[src/rtl/prv32_mdu_pkg.sv]
// Shared definitions for the RV32M multiply/divide sequencer.
//  - ALU function codes driven on alu_fn
//  - funct3 encodings of the M-extension operations
//  - sequencer state encoding
//  - helpers deciding operand signedness per operation
package prv32_mdu_pkg;

  localparam logic [3:0] ALU_ADD = 4'b0000;
  localparam logic [3:0] ALU_SUB = 4'b1000;

  localparam logic [2:0] MDU_MUL    = 3'b000;
  localparam logic [2:0] MDU_MULH   = 3'b001;
  localparam logic [2:0] MDU_MULHSU = 3'b010;
  localparam logic [2:0] MDU_MULHU  = 3'b011;
  localparam logic [2:0] MDU_DIV    = 3'b100;
  localparam logic [2:0] MDU_DIVU   = 3'b101;
  localparam logic [2:0] MDU_REM    = 3'b110;
  localparam logic [2:0] MDU_REMU   = 3'b111;

  typedef enum logic [2:0] {
    ST_IDLE = 3'd0,
    ST_PREP = 3'd1,
    ST_ITER = 3'd2,
    ST_FIX  = 3'd3,
    ST_DONE = 3'd4
  } mdu_state_e;

  // MUL only produces the low word, which is sign-independent, so it is unsigned here.
  function automatic logic rs1_signed(input logic [2:0] f);
    return (f == MDU_MULH) || (f == MDU_MULHSU) || (f == MDU_DIV) || (f == MDU_REM);
  endfunction

  function automatic logic rs2_signed(input logic [2:0] f);
    return (f == MDU_MULH) || (f == MDU_DIV) || (f == MDU_REM);
  endfunction

endpackage

[src/rtl/prv32_mdu_cneg.sv]
// Conditional two's-complement negate.
//  x   in  W  operand
//  neg in  1  1: y = -x, 0: y = x
//  y   out W  result (combinational)
module prv32_mdu_cneg #(
  parameter int unsigned W = 32
) (
  input  logic [W-1:0] x,
  input  logic         neg,
  output logic [W-1:0] y
);

  assign y = neg ? (~x + W'(1)) : x;

endmodule

[src/rtl/prv32_mdu_seq.sv]
// Multi-cycle RV32M multiply/divide sequencer sharing the core ALU add/sub path.
// Shift-add multiply and restoring divide on operand magnitudes, 32 iterations,
// followed by a sign fix-up step.
//  clk, rst        clock, synchronous active-high reset
//  start, kill     request (sampled in IDLE), pipeline flush
//  funct3          M-extension operation
//  rs1, rs2        operands
//  alu_a/b/fn      shared ALU request (driven only in ITER, else 0 / ADD)
//  alu_r, alu_cf   shared ALU result and carry / no-borrow flag
//  busy, done      status; done is a one-cycle pulse with result valid
//  result          output word, held until the next accepted start
module prv32_mdu_seq
  import prv32_mdu_pkg::*;
#(
  parameter int unsigned XLEN  = 32,
  parameter int unsigned CNT_W = 5
) (
  input  logic            clk,
  input  logic            rst,
  input  logic            start,
  input  logic            kill,
  input  logic [2:0]      funct3,
  input  logic [XLEN-1:0] rs1,
  input  logic [XLEN-1:0] rs2,
  output logic [XLEN-1:0] alu_a,
  output logic [XLEN-1:0] alu_b,
  output logic [3:0]      alu_fn,
  input  logic [XLEN-1:0] alu_r,
  input  logic            alu_cf,
  output logic            busy,
  output logic            done,
  output logic [XLEN-1:0] result
);

  localparam logic [XLEN-1:0] INT_MIN = {1'b1, {(XLEN-1){1'b0}}};

  mdu_state_e state, state_n;

  logic [2:0]      op;
  logic [XLEN-1:0] op_a, op_b;
  logic [XLEN-1:0] addend;   // multiplicand or divisor magnitude
  logic [XLEN-1:0] hi, lo;   // {hi,lo} product, or {R,Q} for divide
  logic            sa, sb;
  logic [CNT_W-1:0] cnt;

  logic            is_div;
  logic            neg_a, neg_b;
  logic [XLEN-1:0] mag_a, mag_b;
  logic            div0, ovf, special;
  logic [XLEN-1:0] special_res;
  logic [2*XLEN-1:0] fix_in, fix_out;
  logic            fix_neg;
  logic [XLEN-1:0] fix_sel;
  logic [XLEN-1:0] rem_shift;
  logic            take;

  assign is_div = op[2];

  // Operand magnitudes for PREP
  assign neg_a = rs1_signed(op) & op_a[XLEN-1];
  assign neg_b = rs2_signed(op) & op_b[XLEN-1];

  prv32_mdu_cneg #(.W(XLEN)) u_mag_a (.x(op_a), .neg(neg_a), .y(mag_a));
  prv32_mdu_cneg #(.W(XLEN)) u_mag_b (.x(op_b), .neg(neg_b), .y(mag_b));

  // Results that skip the iteration entirely
  assign div0    = is_div & (op_b == '0);
  assign ovf     = ((op == MDU_DIV) || (op == MDU_REM)) && (op_a == INT_MIN) && (op_b == '1);
  assign special = div0 | ovf;

  always_comb begin
    special_res = '0;
    if (div0)      special_res = op[1] ? op_a : '1;
    else if (ovf)  special_res = op[1] ? '0 : INT_MIN;
  end

  // Sign fix-up: divide results go through the low half of the 64-bit negator
  always_comb begin
    fix_in  = {hi, lo};
    fix_neg = sa ^ sb;
    if (is_div) begin
      fix_in  = {{XLEN{1'b0}}, (op[1] ? hi : lo)};
      fix_neg = op[1] ? sa : (sa ^ sb);
    end
  end

  prv32_mdu_cneg #(.W(2*XLEN)) u_fix (.x(fix_in), .neg(fix_neg), .y(fix_out));

  assign fix_sel = (op == MDU_MUL || is_div) ? fix_out[XLEN-1:0] : fix_out[2*XLEN-1:XLEN];

  // Restoring divide step; R[msb] is the 33rd bit of the shifted remainder
  assign rem_shift = {hi[XLEN-2:0], lo[XLEN-1]};
  assign take      = hi[XLEN-1] | alu_cf;

  // Next state and shared-ALU request
  always_comb begin
    state_n = state;
    alu_a   = '0;
    alu_b   = '0;
    alu_fn  = ALU_ADD;
    case (state)
      ST_IDLE: if (start) state_n = ST_PREP;
      ST_PREP: state_n = special ? ST_DONE : ST_ITER;
      ST_ITER: begin
        if (cnt == CNT_W'(XLEN-1)) state_n = ST_FIX;
        if (is_div) begin
          alu_a  = rem_shift;
          alu_b  = addend;
          alu_fn = ALU_SUB;
        end else begin
          alu_a  = hi;
          alu_b  = lo[0] ? addend : '0;
        end
      end
      ST_FIX:  state_n = ST_DONE;
      ST_DONE: state_n = ST_IDLE;
      default: state_n = ST_IDLE;
    endcase
    if (kill) state_n = ST_IDLE;
  end

  // State, status and datapath registers
  always_ff @(posedge clk) begin
    if (rst) begin
      state  <= ST_IDLE;
      busy   <= 1'b0;
      done   <= 1'b0;
      result <= '0;
      op     <= '0;
      op_a   <= '0;
      op_b   <= '0;
      addend <= '0;
      hi     <= '0;
      lo     <= '0;
      sa     <= 1'b0;
      sb     <= 1'b0;
      cnt    <= '0;
    end else begin
      state <= state_n;
      busy  <= (state_n != ST_IDLE);
      done  <= (state_n == ST_DONE);
      if (state_n == ST_DONE) result <= (state == ST_PREP) ? special_res : fix_sel;
      case (state)
        ST_IDLE: if (state_n == ST_PREP) begin
          op   <= funct3;
          op_a <= rs1;
          op_b <= rs2;
        end
        ST_PREP: begin
          sa  <= neg_a;
          sb  <= neg_b;
          cnt <= '0;
          hi  <= '0;
          if (is_div) begin
            addend <= mag_b;
            lo     <= mag_a;
          end else begin
            addend <= mag_a;
            lo     <= mag_b;
          end
        end
        ST_ITER: begin
          cnt <= cnt + CNT_W'(1);
          if (is_div) begin
            hi <= take ? alu_r : rem_shift;
            lo <= {lo[XLEN-2:0], take};
          end else begin
            hi <= {alu_cf, alu_r[XLEN-1:1]};
            lo <= {alu_r[0], lo[XLEN-1:1]};
          end
        end
        default: ;
      endcase
    end
  end

endmodule

[config.mk]
export PLATFORM = sky130hd
export DESIGN_NAME = prv32_mdu_seq
export DESIGN_NICKNAME = d
export VERILOG_FILES = /design/src/rtl/prv32_mdu_pkg.sv /design/src/rtl/prv32_mdu_cneg.sv /design/src/rtl/prv32_mdu_seq.sv
export SDC_FILE = /design/constraint.sdc
export NUM_CORES = 1
export LEC_CHECK = 0
export CORE_AREA = 2 2 217 219
export CTS_BUF_LIST = sky130_fd_sc_hd__clkbuf_16
export CTS_CLUSTER_DIAMETER = 30
export CTS_CLUSTER_SIZE = 14
export DETAILED_ROUTE_END_ITERATION = 10
export DIE_AREA = 0 0 219 221
export HOLD_SLACK_MARGIN = 0.02
export SETUP_SLACK_MARGIN = 0.2
export SLEW_MARGIN = 40
export SYNTH_ARGS = -nofsm -noshare
export SYNTH_HDL_FRONTEND = slang
export SYNTH_SLANG_ARGS = --single-unit
export TNS_END_PERCENT = 30
[constraint.sdc]
create_clock -name clk -period 3.8 [get_ports clk]
set_clock_uncertainty 0.15 [all_clocks]
set_input_delay 0.57 -clock clk [delete_from_list [all_inputs] [get_ports clk]]
set_output_delay 0.57 -clock clk [all_outputs]
set_load 0.02 [all_outputs]
Word level (Yosys, flattened, before mapping)
Cells that the tools add are included.
Word-level totals
  flip-flop bits (word level): 207
  bits in latches: 0
  bits in writable memories: 0
  ROM bits: 0
  logic and storage cells: 86
  memories kept: 0
Operators by class
  add/subtract/negate cells: 4
  multiply operators: 0
  div/mod/pow operators: 0
  order comparisons: 0
  equality and inequality tests: 12
  shifts and indexed selects: 0
  muxes and demuxes: 33
  bitwise operators: 9
  reduce and logical (&&, ||, !) cells: 15
Operator list (count)
  2-to-1 mux 32 bit: 19
  2-to-1 mux 64 bit: 2
  case mux 32 bit (2 select lines): 2
  adder 32 x 1 -> 32 bit, second input constant: 2
  adder 64 x 1 -> 64 bit, second input constant: 1
  equality test 32 bit, second input constant: 2
  NOT 32 bit: 2
  NOT 64 bit: 1
  logical NOT 32 bit: 1
  2-to-1 mux 3 bit: 4
  case mux 3 bit (4 select lines): 1
  case mux 5 bit (2 select lines): 1
  equality test 3 x 1 -> 1 bit, second input constant: 3
  equality test 3 x 2 -> 1 bit, second input constant: 3
  equality test 3 bit, second input constant: 3
  2-to-1 mux 4 bit: 2
  logical OR 1 bit: 7
  logical NOT 3 bit: 2
  adder 5 x 1 -> 5 bit, second input constant: 1
  equality test 5 bit, second input constant: 1
  AND 1 bit: 3
  nonzero test 3 bit: 1
  logical AND 1 bit: 2
  2-to-1 mux 1 bit: 2
  other kinds (4): 5

Logic depth before layout (Yosys ltp)
Gate-level depths: netlist of the first run.
  depth after elaboration: 10
  depth in mapped cells: 15

Cells and area by module
Synthesis of the first run repeated with hierarchy kept, for this count alone.
Second synthesis, totals
  cell total of the unflattened synthesis: 1781
  area, all modules: 14323.7 um^2
Modules (own cells, without submodules)
  prv32_mdu_seq: instances 1, cells each 1386, area each 11239.5 um^2, sequential area each 4144.0 um^2
  prv32_mdu_cneg (u_mag_a ...): instances 2, cells each 99, area each 777.0 um^2, sequential area each 0.0 um^2
  prv32_mdu_cneg (u_fix): instances 1, cells each 197, area each 1530.2 um^2, sequential area each 0.0 um^2

Least setup slack after synthesis of the first run
Ideal clock, no wire load.
  path type: register to register
  from: register op[2]
  to: register result[16]
  setup time: 0.130 ns
  data arrival time: 3.899 ns
  required time: 3.520 ns
  path slack: -0.379 ns
  cell stages (with the launch flop): 16
  path buffers: 4
  clock period less this slack: 4.179 ns
  cells stage by stage: dfxtp_1 -> and2_1 -> buf_2 -> buf_1 -> buf_2 -> buf_2 -> mux2i_1 -> ha_1 -> nor3b_1 -> a22oi_1 -> nor4_2 -> nand2_1 -> nor4_1 -> mux2_2 -> a211oi_1 -> o22ai_1
On the way
  word-level cells in the longest chain between the ends: 9
  elaborated cells on any way between the ends: 22
  classes of those cells: add/sub: 1; eq/ne: 3; mux: 10; bitwise: 3; reduce/logical: 5
Ends and longest elaborated chain
  start, declared: RTL line prv32_mdu_seq.sv:39  | logic [2:0] op;
  start signal, assigned: RTL line prv32_mdu_seq.sv:145  | op <= funct3;
  branches (longest 9 deep; another with adder 64 x 1 -> 64 bit)
  end signal, assigned: RTL line prv32_mdu_seq.sv:142  | if (state_n == ST_DONE) result <= (state == ST_PREP) ? special_res : fix_sel;
  end, declared: RTL line prv32_mdu_seq.sv:32  | output logic [XLEN-1:0] result
Several ways; the timed one is not identified.
A chain may end at the register's enable or synchronous reset.

Worst setup path after layout of the first run
  from: register op[1]
  to: register result[16]
On the way
  word-level cells in the longest chain between the ends: 9
  elaborated cells on any way between the ends: 24
  classes of those cells: add/sub: 1; eq/ne: 3; mux: 13; bitwise: 2; reduce/logical: 5
Ends and longest elaborated chain
  branches (longest 9 deep; another with adder 64 x 1 -> 64 bit)
Several ways; the timed one is not identified.

==> results, run 1 <==
- The effective utilization at floorplan is 32.5%.
- At the pin with the least slew margin, the transition time is 0.821 ns.
- After the first detailed-routing iteration, the DRC count stood at 1915.
- The number of failing hold endpoints at the final stage is 0.
- The area share of the largest cell type after synthesis is 27.7%.
- The post-route fraction of the period consumed by the critical path is 93.2%.
- The number of buffers added by the clock tree synthesis step is 53.
- The remaining routing DRC violations is 0.
- The aggregate global routing overflow is 0.
- The number of max-slew violations in the final report is 0.
- Summing every instance area after synthesis gives 0.0150 mm^2.
- TritonCTS built the clock tree.
- The wire length per cell after detailed routing is 23.7 um.
- The category of the worst setup path capture point is a flop.
- Setup violations remaining at the end of the flow were counted as 0.
- STA classifies the critical path startpoint as a flop.
- The wire length of the first global-routing pass is 103 mm.
- STA puts the critical path data required time at 4.10 ns.
- The via count of the first global-routing pass is 16127.
- Adding up every negative setup slack in the final design gives 0 ns.
- The clock transition time at the flip-flop clock pins of the worst setup and hold paths is 0.05 ns.
- The fraction of layout cells with a size suffix above 1 is 11.6%.
- At the later pin of the worst-skew pair, clock insertion delay measures 0.58 ns.
- The per-instance average area after synthesis is 7.05 um^2.
- The H-tree depth is 2.
- The top-level port count is 206.
- The total number of yosys warnings is 0.
- The most used standard cell by instance count after synthesis is sky130_fd_sc_hd__nand2_1.
- The max capacitance violation total is 0.
- The floorplan step set the die width to 219 um.
- The part of the Yosys area used for sequential elements is 27.7%.
- After synthesis, the cell types taking the most area are sky130_fd_sc_hd__dfxtp_1 (28%), sky130_fd_sc_hd__nand2_1 (8.1%), sky130_fd_sc_hd__a21oi_1 (7.6%).
- In this run the deepest clock path goes through 3 buffers.
- Based on the critical path, the design can be clocked at up to 282 MHz.
- Sorting the synthesized cells by how often they occur yields sky130_fd_sc_hd__nand2_1 (324), sky130_fd_sc_hd__nor2_1 (278), sky130_fd_sc_hd__a21oi_1 (227), sky130_fd_sc_hd__dfxtp_1 (207), sky130_fd_sc_hd__clkbuf_1 (158).
- In the global route stage, overall resource usage came out at 28.0%.
- Of all nets on the critical path, the largest fanout is 19.
- Overall power consumption after layout is estimated at 8.30 mW.
- The area growth from synthesis to final layout is 33.8%.
- The height of the die is 221 um.
- Row generation in the floorplan step produced 79 rows.
- The share of synthesized flip-flops with an asynchronous set or reset is 0%.
- The worst hold-check path type is in -> reg.
- After synthesis the netlist holds a flip-flop and latch count of 207.
- The number of nets with antenna violations after detailed routing is 0.
- The critical path in this run is classified as reg -> reg.
- The number of hold buffers added after CTS was 0.
- The number of vias per cell is 5.82.
- The HPWL after detailed placement is 51.8 mm.
- Port buffering added 202 buffers.
- Yosys mapped a number of flops with a built-in enable equal to 0.
- The headroom to the max-slew limit is 45.2%.
- The first-pass iteration count of the detailed router is 7.
- The largest net degree at the start of global routing is 79.
- The power density of the placed cells is 414 mW/mm^2.
- The leakage power summed over all cells is 6.94 nW.
- In this run the clock root is driven by a sky130_fd_sc_hd__clkbuf_16.
- The congestion estimate from routability-driven global placement came to 1.01.
- Among all flip-flop cells after synthesis, the most frequent one is sky130_fd_sc_hd__dfxtp_1.
- The clock period minus worst slack is 3.54 ns.
- At the end of the flow, the number of nets in the layout was 2416.
- The total number of vias is 17196.
- The cell count after synthesis is 2124.
- Fill cells in the final layout number 4825.
- Across the VDD grid, the largest voltage drop is 318 uV.
- The initial antenna violation count is 1.
- Setup repair after global routing could not meet its margin everywhere.
- The area of the die is 0.0484 mm^2.
- The flow ran to the end, and the final reports show no timing, DRC or antenna violations.
- The CTS sink count is 207.
- The synthesized design spends more area on one cell type than any other, namely sky130_fd_sc_hd__dfxtp_1.
- STA puts the critical path data arrival time at 3.85 ns.
- The count of cell types in the netlist is 79.
- The floorplan step defined a core boundary enclosing 0.0461 mm^2.
- The overall routed net length is 70.1 mm.
- The number of antenna diodes in the final layout is 0.
worst paths after layout:
check / slack, ns / depth (start not counted) / endpoint / startpoint
worst max-delay path: 0.26 / 13 / result[16] / op[1]
worst min-delay path: 0.13 / 2 / state[2] / rst
worst max register to register: 0.26 / 13 / result[16] / op[1]
worst min register to register: 0.29 / 2 / addend[11] / addend[11]
power by group:
| part | internal, mW | switching [mW] | total [mW] |
|---|---|---|---|
| Combinational | 0.480 | 0.782 | 1.26 |
| Clock | 3.28 | 1.44 | 4.71 |
| Sequential | 2.23 | 0.0934 | 2.33 |
| Total | 5.99 | 2.31 | 8.30 |
cell type report:
type / count / area [um^2] / share of cell area (%)
multi-input combinational: 1691 / 10000 / 50.1
sequential: 207 / 4150 / 20.7
timing repair buffer: 330 / 3120 / 15.6
clock buffer: 55 / 1380 / 6.87
tap: 607 / 759 / 3.79
clock inverter: 43 / 494 / 2.47
inverter: 23 / 91.3 / 0.456
placed cells by master, fill, tap and decap left out, types with 47 or more instances in the layout:
cell type                           n
sky130_fd_sc_hd__and2_1            47
sky130_fd_sc_hd__o21ai_0           95
sky130_fd_sc_hd__buf_4            118
sky130_fd_sc_hd__clkbuf_16         56
sky130_fd_sc_hd__xor2_1            52
sky130_fd_sc_hd__mux2i_1           98
sky130_fd_sc_hd__dfxtp_1          205
sky130_fd_sc_hd__clkdlybuf4s50_1  201
sky130_fd_sc_hd__a21oi_1          226
sky130_fd_sc_hd__nor3_1            54
sky130_fd_sc_hd__xnor2_1           48
sky130_fd_sc_hd__nand2_1          322
sky130_fd_sc_hd__nor2_1           276
kinds of logic (layout without fill, tap and decap cells):
logic type | Yosys count | after routing | synth area share (%)
buffers and inverters | 228 | 451 | 6.21
xor gates and xnor gates | 103 | 103 | 6.02
other | 1 | 3 | 0.0250
DFF | 207 | 207 | 27.7
AOI/OAI and AO/OA | 591 | 591 | 25.1
muxes | 105 | 105 | 7.07
and+or+nand+nor | 883 | 883 | 27.4
adders and majority gates | 6 | 6 | 0.501
repair_timing:
item | in CTS | in global routing
gates resized for setup | 2 | 16
setup buffers | 0 | 2
gates cloned | 1 | 1
pin swaps | 0 | 4
setup endpoints to repair | 32 | 23
sequential cells by signal, indices dropped and copies added, names as in the netlist, 3 cells and up:
signal  cells
op_b       32
addend     32
hi         32
lo         32
cnt         5
op          3
state       3
op_a       32
result     32
critical path, cell delays in order, from the launching register on:
cell,delay [ns]
sky130_fd_sc_hd__dfxtp_4,0.39
sky130_fd_sc_hd__buf_12,0.16
sky130_fd_sc_hd__and2_1,0.21
sky130_fd_sc_hd__mux2i_2,0.32
sky130_fd_sc_hd__ha_2,0.26
sky130_fd_sc_hd__nor3b_4,0.25
sky130_fd_sc_hd__a22oi_1,0.17
sky130_fd_sc_hd__nor4_2,0.29
sky130_fd_sc_hd__buf_4,0.19
sky130_fd_sc_hd__nand2_1,0.09
sky130_fd_sc_hd__nor4_2,0.25
sky130_fd_sc_hd__mux2_2,0.36
sky130_fd_sc_hd__a211oi_1,0.23
sky130_fd_sc_hd__o22ai_1,0.12
layer usage:
layer	part of all wire [%]	track usage, %	wire length, um	vias to the layer above
li1	-	-	-	8004
met1	42	36.9	29600	8195
met2	45	43.7	31400	827
met3	7.1	4.40	5000	168
met4	5.8	14.7	4070	2
met5	0.019	0	13	-
metrics by stage:
stage                     area, um^2  std cells  setup slack [ns]  utilization, %  hold slack, ns
after floorplan                15000       2126             0.205               -           0.277
after global placement         18000       2854             0.308            39.1           0.292
after detailed placement       18000       2854             0.316            39.1           0.291
after CTS                      19900       2953             0.235            43.2           0.114
after global routing           20000       2956            0.0704            43.5           0.141
final                          20000       2956             0.258            43.5           0.134
Note: power is estimated with default switching activity, not from simulation.
==> inputs of run 2 (changes only) <==
--- a/config.mk
+++ b/config.mk
@@ -12,7 +12,6 @@
 export DETAILED_ROUTE_END_ITERATION = 10
 export DIE_AREA = 0 0 219 221
 export HOLD_SLACK_MARGIN = 0.02
-export SETUP_SLACK_MARGIN = 0.2
 export SLEW_MARGIN = 40
 export SYNTH_ARGS = -nofsm -noshare
 export SYNTH_HDL_FRONTEND = slang
==> results, run 2 (synthesized netlist as in run 1, its figures left out) <==
- The clock transition time at the flip-flop clock pins of the worst setup and hold paths is 0.05 ns.
- The worst hold-check path type is in -> reg.
- The kind of start point of the critical path is a flop.
- The number of DRC violations after detailed-routing iteration 0 is 1781.
- The routability-driven placement congestion ratio is 0.983.
- The flow ran to the end, and the final reports show no timing, DRC or antenna violations.
- Leaving out fill and tap cells, the most frequent cells in the layout are sky130_fd_sc_hd__nand2_1 (322), sky130_fd_sc_hd__nor2_1 (275), sky130_fd_sc_hd__a21oi_1 (226).
- The fraction of layout cells with a size suffix above 1 is 13.5%.
- The buffers inserted during post-CTS setup optimization is 0.
- The highest layer touched by signal routing is met4.
- The die is 221 um tall.
- The floorplan die width is 219 um.
- The cell chosen for the clock root is sky130_fd_sc_hd__clkbuf_16.
- The number of max-slew violations in the final report is 0.
- The switching component of the power is 2.47 mW.
- The top-level port count is 206.
- The CTS sink count is 207.
- The via count of the first global-routing pass is 16746.
- The fmax is 265 MHz.
- Measured on the finished design, the core utilization comes to 44.8%.
- The slew at the pin closest to its max-slew limit is 0.862 ns.
- The internal power consumption is 6.59 mW.
- The remaining routing DRC violations is 0.
- The wire length of the first global-routing pass is 108 mm.
- The headroom to the max-slew limit is 42.4%.
- Buffers placed on the I/O ports in this run total 202.
- Broken down by cell family, the worst path's largest delay share belongs to buffers and inverters.
- Setup violations remaining at the end of the flow were counted as 0.
- On the worst path, the slowest cell contributes a delay of 0.66 ns.
- Across all hold checks on the routed design, the worst slack comes to 0.108 ns.
- The initial antenna violation count is 0.
- The critical path is of the reg -> out type.
- Setup slack on the critical path of the routed design comes to 0.0333 ns.
- From synthesis to final layout, the design area changed by 37.7%.
- The layout has 4789 filler cells.
- For this run the aggregate overflow at the end of global routing stands at 0.
- Leaving out fill and tap cells, the most frequent cell in the layout is sky130_fd_sc_hd__nand2_1.
- The post-cts sizing count is 0.
- The clock period minus worst slack is 3.77 ns.
- The post-route fraction of the period consumed by the critical path is 99.1%.
- The first-pass iteration count of the detailed router is 6.
- In this run, flip-flops and latches consume 25.5% of the power.
- TritonCTS built the clock tree.
- Walking the worst path, the cells encountered are buf_12 -> inv_2 -> buf_4 -> nand2_1 -> a21oi_1 -> clkdlybuf4s50_1.
- The number of failing hold endpoints at the final stage is 0.
- The part of the total power dissipated in the clock network is 59.7%.
- For the final routed database, the setup TNS stands at 0 ns.
- The largest net degree at the start of global routing is 80.
- The number of cells in the design after placement is 2907.
- Net switching is 27.3% of the power.
- The worst setup path is captured at a primary output.
- Timing analysis after detailed placement gives a worst setup slack of 0.236 ns.
- The number of standard-cell rows in the floorplan is 79.
- The worst ir drop on vdd is 475 uV.
- No sink is reached through more buffers than the 3 on the longest clock path.
- The worst endpoint required time is 3.08 ns.
- The floorplan step defined a die boundary enclosing 0.0484 mm^2.
- After detailed routing, the number of vias per cell comes to 5.74.
- The detail route stage leaves a number of antenna-violating nets equal to 0.
- The maximum fanout along the worst path is 54.
- After the last flow step, the layout net total stands at 2469.
- After detailed routing, the average wire length per cell comes to 24.2 um.
- The number of inserted diodes is 0.
- The placed cell area is 0.0184 mm^2.
- The completed layout was analyzed and its total power is 9.06 mW.
- Setup repair after global routing left no endpoint under its margin.
- Wire segments on met2 add up to 33.3 mm in the final route.
- The overall routed net length is 73.0 mm.
- The post-cts hold buffer count is 0.
- The combinational cell fraction of total power is 14.8%.
- The effective utilization at floorplan is 32.5%.
- On the critical path, the stage with the largest delay is an instance of sky130_fd_sc_hd__clkdlybuf4s50_1.
- The clock tree synthesis step divided the H-tree into 2 levels.
- The cell area after layout is 0.0206 mm^2.
- The number of buffers added by the clock tree synthesis step is 57.
- Excluding fillers, the count of instances in the completed layout stands at 3011.
- The clock reaches the later pin of the worst-skew pair after 0.61 ns.
- After detailed routing, the met3 layer carries 4.69 mm of wire.
- Across the run, the number of max-cap violations was 0.
- The arrival time at the worst endpoint is 3.05 ns.
- Global routing used 29.6% of the available tracks.
- Summing over every cut layer, the via total after detailed routing is 17295.
- After detailed routing, the wire length on met1 is 30.5 mm.
- After legalization and detailed placement, the total HPWL measured 55.3 mm.
- Counting both buffers and inverters, the worst setup path holds a total of 4.
- The placeable core region is 0.0461 mm^2.
- The leakage power summed over all cells is 7.30 nW.
- The power density of the placed cells is 439 mW/mm^2.
## run 2: cell count changes in the layout (fill, tap and decap cells not counted), moves of 3 or more
cell,before,now
sky130_fd_sc_hd__buf_4,118,167
sky130_fd_sc_hd__inv_1,30,26
sky130_fd_sc_hd__buf_12,5,8
sky130_fd_sc_hd__bufinv_16,10,16
## run 2: power groups by stage
stage	registers [mW]	logic [mW]	clock network (mW)
floorplan	2.32	0.720	0
global placement	2.35	1.31	0
detailed placement	2.35	1.31	0
CTS	2.31	1.31	5.45
global route	2.31	1.43	5.58
finish	2.31	1.34	5.41
## run 2: layout make-up
| cell class | count | area, um^2 | share of cell area, % |
|---|---|---|---|
| sequential | 207 | 4150 | 20.1 |
| clock inverter | 46 | 696 | 3.37 |
| tap | 607 | 759 | 3.68 |
| multi-input combinational | 1691 | 10000 | 48.5 |
| inverter | 23 | 86.3 | 0.419 |
| clock buffer | 58 | 1450 | 7.04 |
| timing repair buffer | 379 | 3480 | 16.8 |
## run 2: worst paths after layout
| kind | startpoint | end | slack (ns) | cells past startpoint |
|---|---|---|---|---|
| max reg2reg | op[1] | result[29] | 0.32 | 11 |
| min | rst | state[2] | 0.11 | 2 |
| max | op[2] | alu_a[6] | 0.03 | 6 |
| min reg2reg | addend[21] | addend[21] | 0.30 | 2 |
## run 2: worst register-to-register path, stage by stage, from the launching register on
cell	delay, ns
sky130_fd_sc_hd__dfxtp_1	0.38
sky130_fd_sc_hd__buf_4	0.37
sky130_fd_sc_hd__nor4bb_1	0.35
sky130_fd_sc_hd__o221ai_1	0.36
sky130_fd_sc_hd__buf_4	0.26
sky130_fd_sc_hd__nor4_2	0.45
sky130_fd_sc_hd__buf_4	0.21
sky130_fd_sc_hd__o2111a_1	0.24
sky130_fd_sc_hd__nor2_1	0.08
sky130_fd_sc_hd__a22o_1	0.22
sky130_fd_sc_hd__o21ai_0	0.18
sky130_fd_sc_hd__a31oi_1	0.10
## run 2: metal layers
metal,track usage [%],vias to the layer above
li1,-,8091
met1,38.2,8299
met2,46.8,731
met3,4.80,174
met4,16.3,0
met5,0,-
